===== config.mk =====
export PLATFORM = sky130hd
export DESIGN_NAME = range_frame_tx
export DESIGN_NICKNAME = d
export VERILOG_FILES = /design/src/rtl/range_frame_tx.sv
export SDC_FILE = /design/constraint.sdc
export NUM_CORES = 1
export LEC_CHECK = 0
export CAP_MARGIN = 20
export CORE_ASPECT_RATIO = 1.25
export CORE_MARGIN = 5
export CORE_UTILIZATION = 47
export CTS_CLUSTER_DIAMETER = 40
export DETAILED_ROUTE_END_ITERATION = 8
export GPL_ROUTABILITY_DRIVEN = 0
export HOLD_SLACK_MARGIN = 0.15
export PLACE_DENSITY_LB_ADDON = 0.3
export SLEW_MARGIN = 20
export SYNTH_ARGS = -nofsm -noshare
export SYNTH_HDL_FRONTEND = slang
export SYNTH_SLANG_ARGS = --single-unit

===== constraint.sdc =====
create_clock -name clock_i -period 5.4 [get_ports clock_i]
set_input_delay 1.08 -clock clock_i [delete_from_list [all_inputs] [get_ports clock_i]]
set_output_delay 1.08 -clock clock_i [all_outputs]
set_load 0.01 [all_outputs]

===== src/rtl/range_frame_tx.sv =====
// range_frame_tx: transmit side of the go/finish sample-stream protocol.
// Buffers up to Depth samples in a FIFO; on send emits one framed burst where go marks the
// first sample and finish the last, followed by a one-cycle gap carrying the done pulse.
// Tracks the unsigned max/min of the emitted samples and presents max - min as exp_range.
//
// Ports:
//   clock_i      system clock, rising edge
//   reset_i      synchronous, active-high reset
//   wr_data_i    sample to buffer
//   wr_valid_i   wr_data_i valid
//   wr_ready_o   buffer accepts a sample this cycle
//   send_i       request transmission of the buffered frame
//   flush_i      discard buffer contents (idle only)
//   count_o      samples currently buffered
//   busy_o       frame in progress
//   reject_o     one-cycle pulse: send refused (fewer than two samples)
//   data_out_o   sample to receiver
//   go_o         frame start, qualifies first sample
//   finish_o     frame end, qualifies last sample
//   done_o       one-cycle pulse: frame complete, exp_range_o valid
//   exp_range_o  max - min of last completed frame
module range_frame_tx #(
  parameter int unsigned Width = 8,
  parameter int unsigned Depth = 8
) (
  input  logic                       clock_i,
  input  logic                       reset_i,
  input  logic [Width-1:0]           wr_data_i,
  input  logic                       wr_valid_i,
  output logic                       wr_ready_o,
  input  logic                       send_i,
  input  logic                       flush_i,
  output logic [$clog2(Depth+1)-1:0] count_o,
  output logic                       busy_o,
  output logic                       reject_o,
  output logic [Width-1:0]           data_out_o,
  output logic                       go_o,
  output logic                       finish_o,
  output logic                       done_o,
  output logic [Width-1:0]           exp_range_o
);

  localparam int unsigned PtrW = $clog2(Depth);
  localparam int unsigned CntW = $clog2(Depth + 1);

  typedef enum logic [2:0] {StIdle, StFirst, StBody, StLast, StGap} state_e;

  state_e           state_q;
  logic [Width-1:0] mem_q [Depth];
  logic [PtrW-1:0]  rd_ptr_q, wr_ptr_q;
  logic [CntW-1:0]  count_q, count_d;
  logic [Width-1:0] data_q, max_q, min_q, exp_q;
  logic             go_q, finish_q, done_q, reject_q;

  logic             idle, push, pop, start, refuse;
  logic [Width-1:0] head;

  always_comb begin
    idle       = (state_q == StIdle);
    wr_ready_o = idle && (count_q < CntW'(Depth));
    start      = idle && send_i && !flush_i && (count_q >= CntW'(2));
    refuse     = idle && send_i && !flush_i && (count_q < CntW'(2));
    // flush beats a same-cycle write
    push       = wr_valid_i && wr_ready_o && !flush_i;
    // The sample for the state being entered is popped on the entry edge.
    pop        = start || (state_q == StFirst) || (state_q == StBody);
    head       = mem_q[rd_ptr_q];
    if (idle && flush_i) begin
      count_d = '0;
    end else begin
      count_d = count_q + CntW'(push) - CntW'(pop);
    end
  end

  always_ff @(posedge clock_i) begin
    if (push) begin
      mem_q[wr_ptr_q] <= wr_data_i;
    end
  end

  // A write accepted on the same edge as send joins the frame, so the frame length is simply
  // whatever count_q holds while in flight and the buffer is always empty by the gap cycle.
  always_ff @(posedge clock_i) begin
    if (reset_i) begin
      state_q  <= StIdle;
      rd_ptr_q <= '0;
      wr_ptr_q <= '0;
      count_q  <= '0;
      data_q   <= '0;
      go_q     <= 1'b0;
      finish_q <= 1'b0;
      done_q   <= 1'b0;
      reject_q <= 1'b0;
      max_q    <= '0;
      min_q    <= '0;
      exp_q    <= '0;
    end else begin
      count_q  <= count_d;
      data_q   <= '0;
      go_q     <= 1'b0;
      finish_q <= 1'b0;
      done_q   <= 1'b0;
      reject_q <= refuse;
      if (push) begin
        wr_ptr_q <= wr_ptr_q + PtrW'(1);
      end
      if (pop) begin
        rd_ptr_q <= rd_ptr_q + PtrW'(1);
        data_q   <= head;
      end
      unique case (state_q)
        StIdle: begin
          if (flush_i) begin
            rd_ptr_q <= '0;
            wr_ptr_q <= '0;
          end else if (start) begin
            state_q <= StFirst;
            go_q    <= 1'b1;
            max_q   <= head;
            min_q   <= head;
          end
        end
        StFirst, StBody: begin
          if (head > max_q) begin
            max_q <= head;
          end
          if (head < min_q) begin
            min_q <= head;
          end
          // count_q is the number of samples still to emit
          if (count_q == CntW'(1)) begin
            state_q  <= StLast;
            finish_q <= 1'b1;
          end else begin
            state_q <= StBody;
          end
        end
        StLast: begin
          state_q <= StGap;
          done_q  <= 1'b1;
          exp_q   <= max_q - min_q;
        end
        StGap: begin
          state_q <= StIdle;
        end
        default: begin
          state_q <= StIdle;
        end
      endcase
    end
  end

  assign count_o     = count_q;
  assign busy_o      = !idle;
  assign reject_o    = reject_q;
  assign data_out_o  = data_q;
  assign go_o        = go_q;
  assign finish_o    = finish_q;
  assign done_o      = done_q;
  assign exp_range_o = exp_q;

endmodule


==> impl_metrics.tcl, run 1 <==
set metrics [dict create \
    drc 0 \
    hp-start "exp_range_o[3]$_SDFFE_PP0P_" \
    end_kind "register" \
    grt_pass1_wl_mm 15.1 \
    status "completed" \
    synth-seq-cells 113 \
    io_buffer_count 38 \
    start_kind "register" \
    netSwitchingFraction_pct 30.5 \
    clock_power_share_pct 36.8 \
    max_freq_mhz 292 \
    cp_max_fo 19 \
    finalCriticalPeriod_ns 3.42 \
    holdPathStages 2 \
    synth_ff_type "edfxtp_1" \
    p_seq_share_pct 35.2 \
    clockBufferDepth 2 \
    clk_pin_slew_ns 0.05 \
    crit_type "register to register" \
    setup_tns_ns 0 \
    internal_power_mw 2.06 \
    viasPerCell 5.23 \
    hpwl_mm 6.46 \
    fp-row-count 42 \
    yosysSeqAreaShare_pct 56.5 \
    antenna_found_initial 0 \
    synth-edff-count 64 \
    die_y_um 127 \
    final_antenna_net_count 0 \
    syn_avg_cell_area_sq_um 12.7 \
    hold_viol 0 \
    die-area_sq_um 13100 \
    cp.required_ns 5.70 \
    power.switching_uw 904 \
    skew_ns 0.00720 \
    crit_slowest_cell "dfxtp_1" \
    hold_buffers 0 \
    drtPass1Iterations 5 \
    htreeDepth 4 \
    pwr_density_cell_nw_per_um2 478 \
    synthToLayoutAreaGrowth_pct 20.5 \
    yosys_warnings 0 \
    drt_iter0_drc 140 \
    tritoncts "done" \
    tightest_slew_ns 0.926 \
    cts.repair.resized 0 \
    syn_nets 449 \
    grt_max_degree 28 \
    rr_worst_depth 10 \
    ys_async_sr_fraction_pct 0 \
    arrival_ns 3.72 \
    netlist_instances 405 \
    highest_layer "met4" \
    r2r_start "rd_ptr_q[1]$_SDFF_PP0_" \
    period_share_pct 63.4 \
    clk_latency_ns 0.41 \
    synth_area_sq_um 5130 \
    m1WireLength_mm 3.86 \
    p_leak_nw 2.21 \
    route.met2.wl_mm 4.89 \
    io_pins 39 \
    drv_cap 0 \
    peakVddDrop_mv 0.241 \
    clock_sinks 113 \
    cts_root_buf "clkbuf_16" \
    final-setup-viol-count 0 \
    slew_violations 0 \
    hold_path_end "exp_range_o[3]$_SDFFE_PP0P_" \
    fin_ws_ns 1.98 \
    vias 3127 \
    cp_slowest_stage_delay_ns 0.86 \
    initial_utilization_pct 48.1 \
    wl_mm 9.33 \
    wl_per_cell_um 15.6 \
    maxSlewHeadroom_pct 38.0 \
    die_x_um 103 \
    wl_met3_um 449 \
    pre_cts_slack_ns 1.57 \
    rsz0062_at_grt "false" \
    combPwrFrac_pct 28.0 \
    gr-total-overflow 0 \
    cts_made_buffers 17 \
    grt_pass1_vias 3097 \
    post_cts_buffers 0 \
    core_area_sq_um 10700 \
    nets 497 \
    final_layout_size_suffix_gt1_share_pct 14.4 \
    num_antenna_cells 0 \
    r2r_end "min_q[1]$_SDFFE_PP0P_" \
    synth_cell_types 48 \
    grtUsageTotal_pct 15.5 \
    r2r_slack_ns 1.98 \
    crit_chain "mux4_2 -> mux2i_1 -> inv_1 -> ha_1 -> a21oi_1 -> o21ai_0 -> a211oi_1 -> nand2_1 -> o21ai_4 -> mux2_2" \
    hold_class "register to register" \
]
## worst max path at each step
stage	startpoint	to	slack (ns)	depth (start not counted)
after floorplan	rd_ptr_q[1]$_SDFF_PP0_	min_q[1]$_SDFFE_PP0P_	2.41	12
after global placement	rd_ptr_q[0]$_SDFF_PP0_	min_q[5]$_SDFFE_PP0P_	1.64	10
after detailed placement	rd_ptr_q[0]$_SDFF_PP0_	min_q[1]$_SDFFE_PP0P_	1.57	10
after CTS	rd_ptr_q[0]$_SDFF_PP0_	min_q[1]$_SDFFE_PP0P_	1.58	10
after global routing	rd_ptr_q[1]$_SDFF_PP0_	min_q[1]$_SDFFE_PP0P_	1.71	10
final	rd_ptr_q[1]$_SDFF_PP0_	min_q[1]$_SDFFE_PP0P_	1.98	10
## cells by family (layout without fill, tap and decap cells)
group / count (synthesis) / count (layout) / share of synthesized area, %
DFF: 113 / 113 / 56.5
and+or+nand+nor: 125 / 125 / 11.9
xor gates and xnor gates: 8 / 8 / 1.36
muxes: 40 / 40 / 12.2
buffers and inverters: 47 / 108 / 4.61
AOI/OAI and AO/OA: 41 / 41 / 5.51
adders and majority gates: 31 / 31 / 7.85
## cell type report
class / count / area [sq um]
Multi-Input combinational cell: 245 / 2000
Tap cell: 132 / 165
Fill cell: 881 / 4480
Inverter: 36 / 135
Timing Repair Buffer: 40 / 395
Sequential cell: 113 / 2900
Clock inverter: 14 / 158
Clock buffer: 18 / 429
## critical path: cells and delay by family (launching register included)
kind | cells | cell delay [ns]
multiplexers | 3 | 1.08
flip-flops | 1 | 0.86
AO/OA/AOI/OAI | 4 | 0.80
adder cells (fa/ha/maj) | 1 | 0.31
buffers and inverters | 1 | 0.13
AND/OR/NAND/NOR | 1 | 0.13
## metal layers
layer / up-vias / track usage (%)
met4: 0 / 6.17
li1: 1558 / -
met5: - / 0
met2: 64 / 26.1
met1: 1494 / 17.8
met3: 11 / 5.38
## Yosys cell counts (6+ instances only)
cell | instances | share of area [%]
a21oi_1 | 14 | 1.4
dfxtp_1 | 49 | 19
edfxtp_1 | 64 | 37
ha_1 | 29 | 7.1
inv_1 | 36 | 2.6
mux2_2 | 14 | 3.1
mux2i_1 | 11 | 2.1
mux4_1 | 6 | 3.1
mux4_2 | 9 | 3.9
nand2_1 | 22 | 1.6
nand2b_1 | 6 | 0.73
nor2_1 | 59 | 4.3
nor3_1 | 7 | 0.68
o21ai_0 | 8 | 0.78
## cell usage in the layout (no fill, tap or decap), drive strengths merged, types with 11 or more instances in the layout
| cell type | synthesis | layout |
|---|---|---|
| clkdlybuf4s50 | 0 | 38 |
| o21ai | 12 | 12 |
| a21oi | 14 | 14 |
| dfxtp | 49 | 49 |
| mux2i | 11 | 11 |
| edfxtp | 64 | 64 |
| clkbuf | 7 | 18 |
| nand2 | 23 | 23 |
| inv | 36 | 40 |
| mux2 | 14 | 14 |
| mux4 | 15 | 15 |
| nor2 | 59 | 59 |
| ha | 29 | 29 |
## power groups by stage
stage	sequential [mW]	clock (mW)	combinational, mW
2_1_floorplan	1.05	0	0.612
3_3_place_gp	1.06	0	0.817
3_5_place_dp	1.06	0	0.834
4_1_cts	1.04	1.11	0.844
5_1_grt	1.05	1.15	0.944
6_report	1.04	1.09	0.830
## registers in the layout, indices dropped and copies added (netlist names)
name / cells
wr_ptr_q: 3
min_q: 8
state_q: 3
exp_range_o: 8
rd_ptr_q: 3
mem_q: 64
count_o: 4
finish_o: 1
go_o: 1
max_q: 8
data_out_o: 8
done_o: 1
reject_o: 1
## per-stage QoR
stage | power, mW | utilization [%] | std cells | instance area (sq um) | hold WS [ns]
2_1_floorplan | 1.66 | - | 405 | 5130 | 0.452
3_3_place_gp | 1.87 | 52.5 | 566 | 5600 | 0.439
3_5_place_dp | 1.89 | 52.5 | 566 | 5600 | 0.464
4_1_cts | 2.99 | 58.0 | 598 | 6180 | 0.472
5_1_grt | 3.15 | 58.0 | 598 | 6190 | 0.497
6_report | 2.96 | 58.0 | 598 | 6190 | 0.465
(Power assumes the default switching activity.)
==> run 2, diff against run 1 <==
==> constraint.sdc (replaced) <==
create_clock -name clock_i -period 3.3 [get_ports clock_i]
set_input_delay 0.66 -clock clock_i [delete_from_list [all_inputs] [get_ports clock_i]]
set_output_delay 0.66 -clock clock_i [all_outputs]
set_load 0.01 [all_outputs]
==> impl_metrics.tcl, run 2 (synthesized netlist as in run 1, its figures left out) <==
set metrics [dict create \
    register_area_sq_um 2900 \
    initial_utilization_pct 48.1 \
    fp-row-count 42 \
    r2r_slack_ns 0.15 \
    grtUsageTotal_pct 16.5 \
    final_common_cell "edfxtp_1" \
    num_antenna_cells 0 \
    pre_cts_slack_ns 0.187 \
    clock_sinks 113 \
    peakVddDrop_mv 0.362 \
    maxSlewHeadroom_pct 47.1 \
    final_layout_size_suffix_gt1_share_pct 17.5 \
    rr_worst_depth 11 \
    vias 3218 \
    final.fill_count 871 \
    rsz0062_at_grt "false" \
    hold_class "register to register" \
    crit_type "register to register" \
    slew_violations 0 \
    r2r_end "min_q[4]$_SDFFE_PP0P_" \
    cp.required_ns 3.59 \
    grt_max_degree 42 \
    arrival_ns 3.44 \
    gr-total-overflow 0 \
    hold_viol 0 \
    multi_input_area_sq_um 1990 \
    die_y_um 127 \
    die-area_sq_um 13100 \
    top_register "mem_q" \
    holdPathStages 2 \
    tritoncts "done" \
    final_cell_mix "64 x edfxtp_1, 59 x nor2_1, 49 x dfxtp_1" \
    viasPerCell 5.22 \
    io_buffer_count 38 \
    crit_chain "buf_12 -> mux4_1 -> mux2i_1 -> inv_1 -> ha_1 -> a21oi_1 -> o21ai_0 -> a211oi_1 -> nand2_1 -> o21ai_4 -> mux2_2" \
    hp-start "exp_range_o[3]$_SDFFE_PP0P_" \
    final_antenna_net_count 0 \
    period_share_pct 95.5 \
    drt_iter0_drc 97 \
    hpwl_mm 7.00 \
    wl_mm 9.85 \
    cts.repair.resized 0 \
    hold_buffers 0 \
    timing.hold.ws_ns 0.470 \
    crit_slowest_cell "mux4_1" \
    wl_per_cell_um 16.0 \
    htreeDepth 4 \
    cp_max_fo 12 \
    die_x_um 103 \
    max_freq_mhz 317 \
    cp_slowest_stage_delay_ns 0.55 \
    final-setup-viol-count 0 \
    largest_reg_flops 64 \
    fin_area_sq_um 6290 \
    p_leak_nw 2.27 \
    skew_ns 0.00714 \
    grt_pass1_wl_mm 16.2 \
    io_pins 39 \
    core_area_sq_um 10700 \
    hold_path_end "exp_range_o[3]$_SDFFE_PP0P_" \
    cts_root_buf "clkbuf_16" \
    pwr_density_cell_nw_per_um2 756 \
    start_kind "register" \
    antenna_found_initial 0 \
    r2r_start "rd_ptr_q[0]$_SDFF_PP0_" \
    clockBufferDepth 2 \
    nets 516 \
    post_dp_cell_area_sq_um 5750 \
    clk_pin_slew_ns 0.05 \
    crit_start "rd_ptr_q[0]$_SDFF_PP0_" \
    clk_latency_ns 0.41 \
    synthToLayoutAreaGrowth_pct 22.4 \
    finalCriticalPeriod_ns 3.15 \
    drtPass1Iterations 4 \
    grt_pass1_vias 3288 \
    end_kind "register" \
    cts_made_buffers 17 \
    status "completed" \
    fin_ws_ns 0.150 \
    tightest_slew_ns 0.789 \
    post_cts_buffers 0 \
    drc 0 \
    drv_cap 0 \
    setup_tns_ns 0 \
]
-- run 2: layout make-up --
cell class / count / share of cell area, %
Inverter: 36 / 2.15
Timing Repair Buffer: 59 / 8.76
Clock buffer: 17 / 6.77
Multi-Input combinational cell: 245 / 31.7
Clock inverter: 15 / 1.79
Sequential cell: 113 / 46.2
Tap cell: 132 / 2.63
-- run 2: worst max-delay path: cells and delay by family, from the launching register on --
| family | cells | cell delay (ns) |
|---|---|---|
| AOI/OAI and AO/OA | 4 | 0.82 |
| and+or+nand+nor | 1 | 0.13 |
| buffers and inverters | 2 | 0.26 |
| muxes | 3 | 1.14 |
| DFF | 1 | 0.37 |
| adders and majority gates | 1 | 0.30 |
-- run 2: worst max-delay path by stage --
stage	end	slack, ns	cells after the start
floorplan	min_q[1]$_SDFFE_PP0P_	0.31	12
global placement	min_q[6]$_SDFFE_PP0P_	0.27	11
detailed placement	min_q[6]$_SDFFE_PP0P_	0.19	11
CTS	min_q[4]$_SDFFE_PP0P_	0.14	11
global route	min_q[4]$_SDFFE_PP0P_	0.001	11
finish	min_q[4]$_SDFFE_PP0P_	0.15	11
-- run 2: through the flow --
stage                     util [%]  cells  power, mW
final                         58.9    617       4.75
after floorplan                  -    405       2.72
after global routing          58.9    617       5.05
after CTS                     58.9    617       4.82
after detailed placement      53.9    585       3.17
after global placement        53.9    585       3.12
-- run 2: power breakdown --
part / total (mW) / switching [mW] / internal (mW)
sequential: 1.69 / 0.0735 / 1.61
clock: 1.62 / 0.662 / 0.961
combinational: 1.44 / 0.767 / 0.674
total: 4.75 / 1.50 / 3.25
-- run 2: metal layers --
metal  vias to the layer above  track usage, %  wire length [um]
li1                       1593               -                 -
met1                      1554            19.4              4180
met2                        51            27.8              5110
met3                        20            5.00               348
met4                         0            6.40               208
met5                         -               0                 0
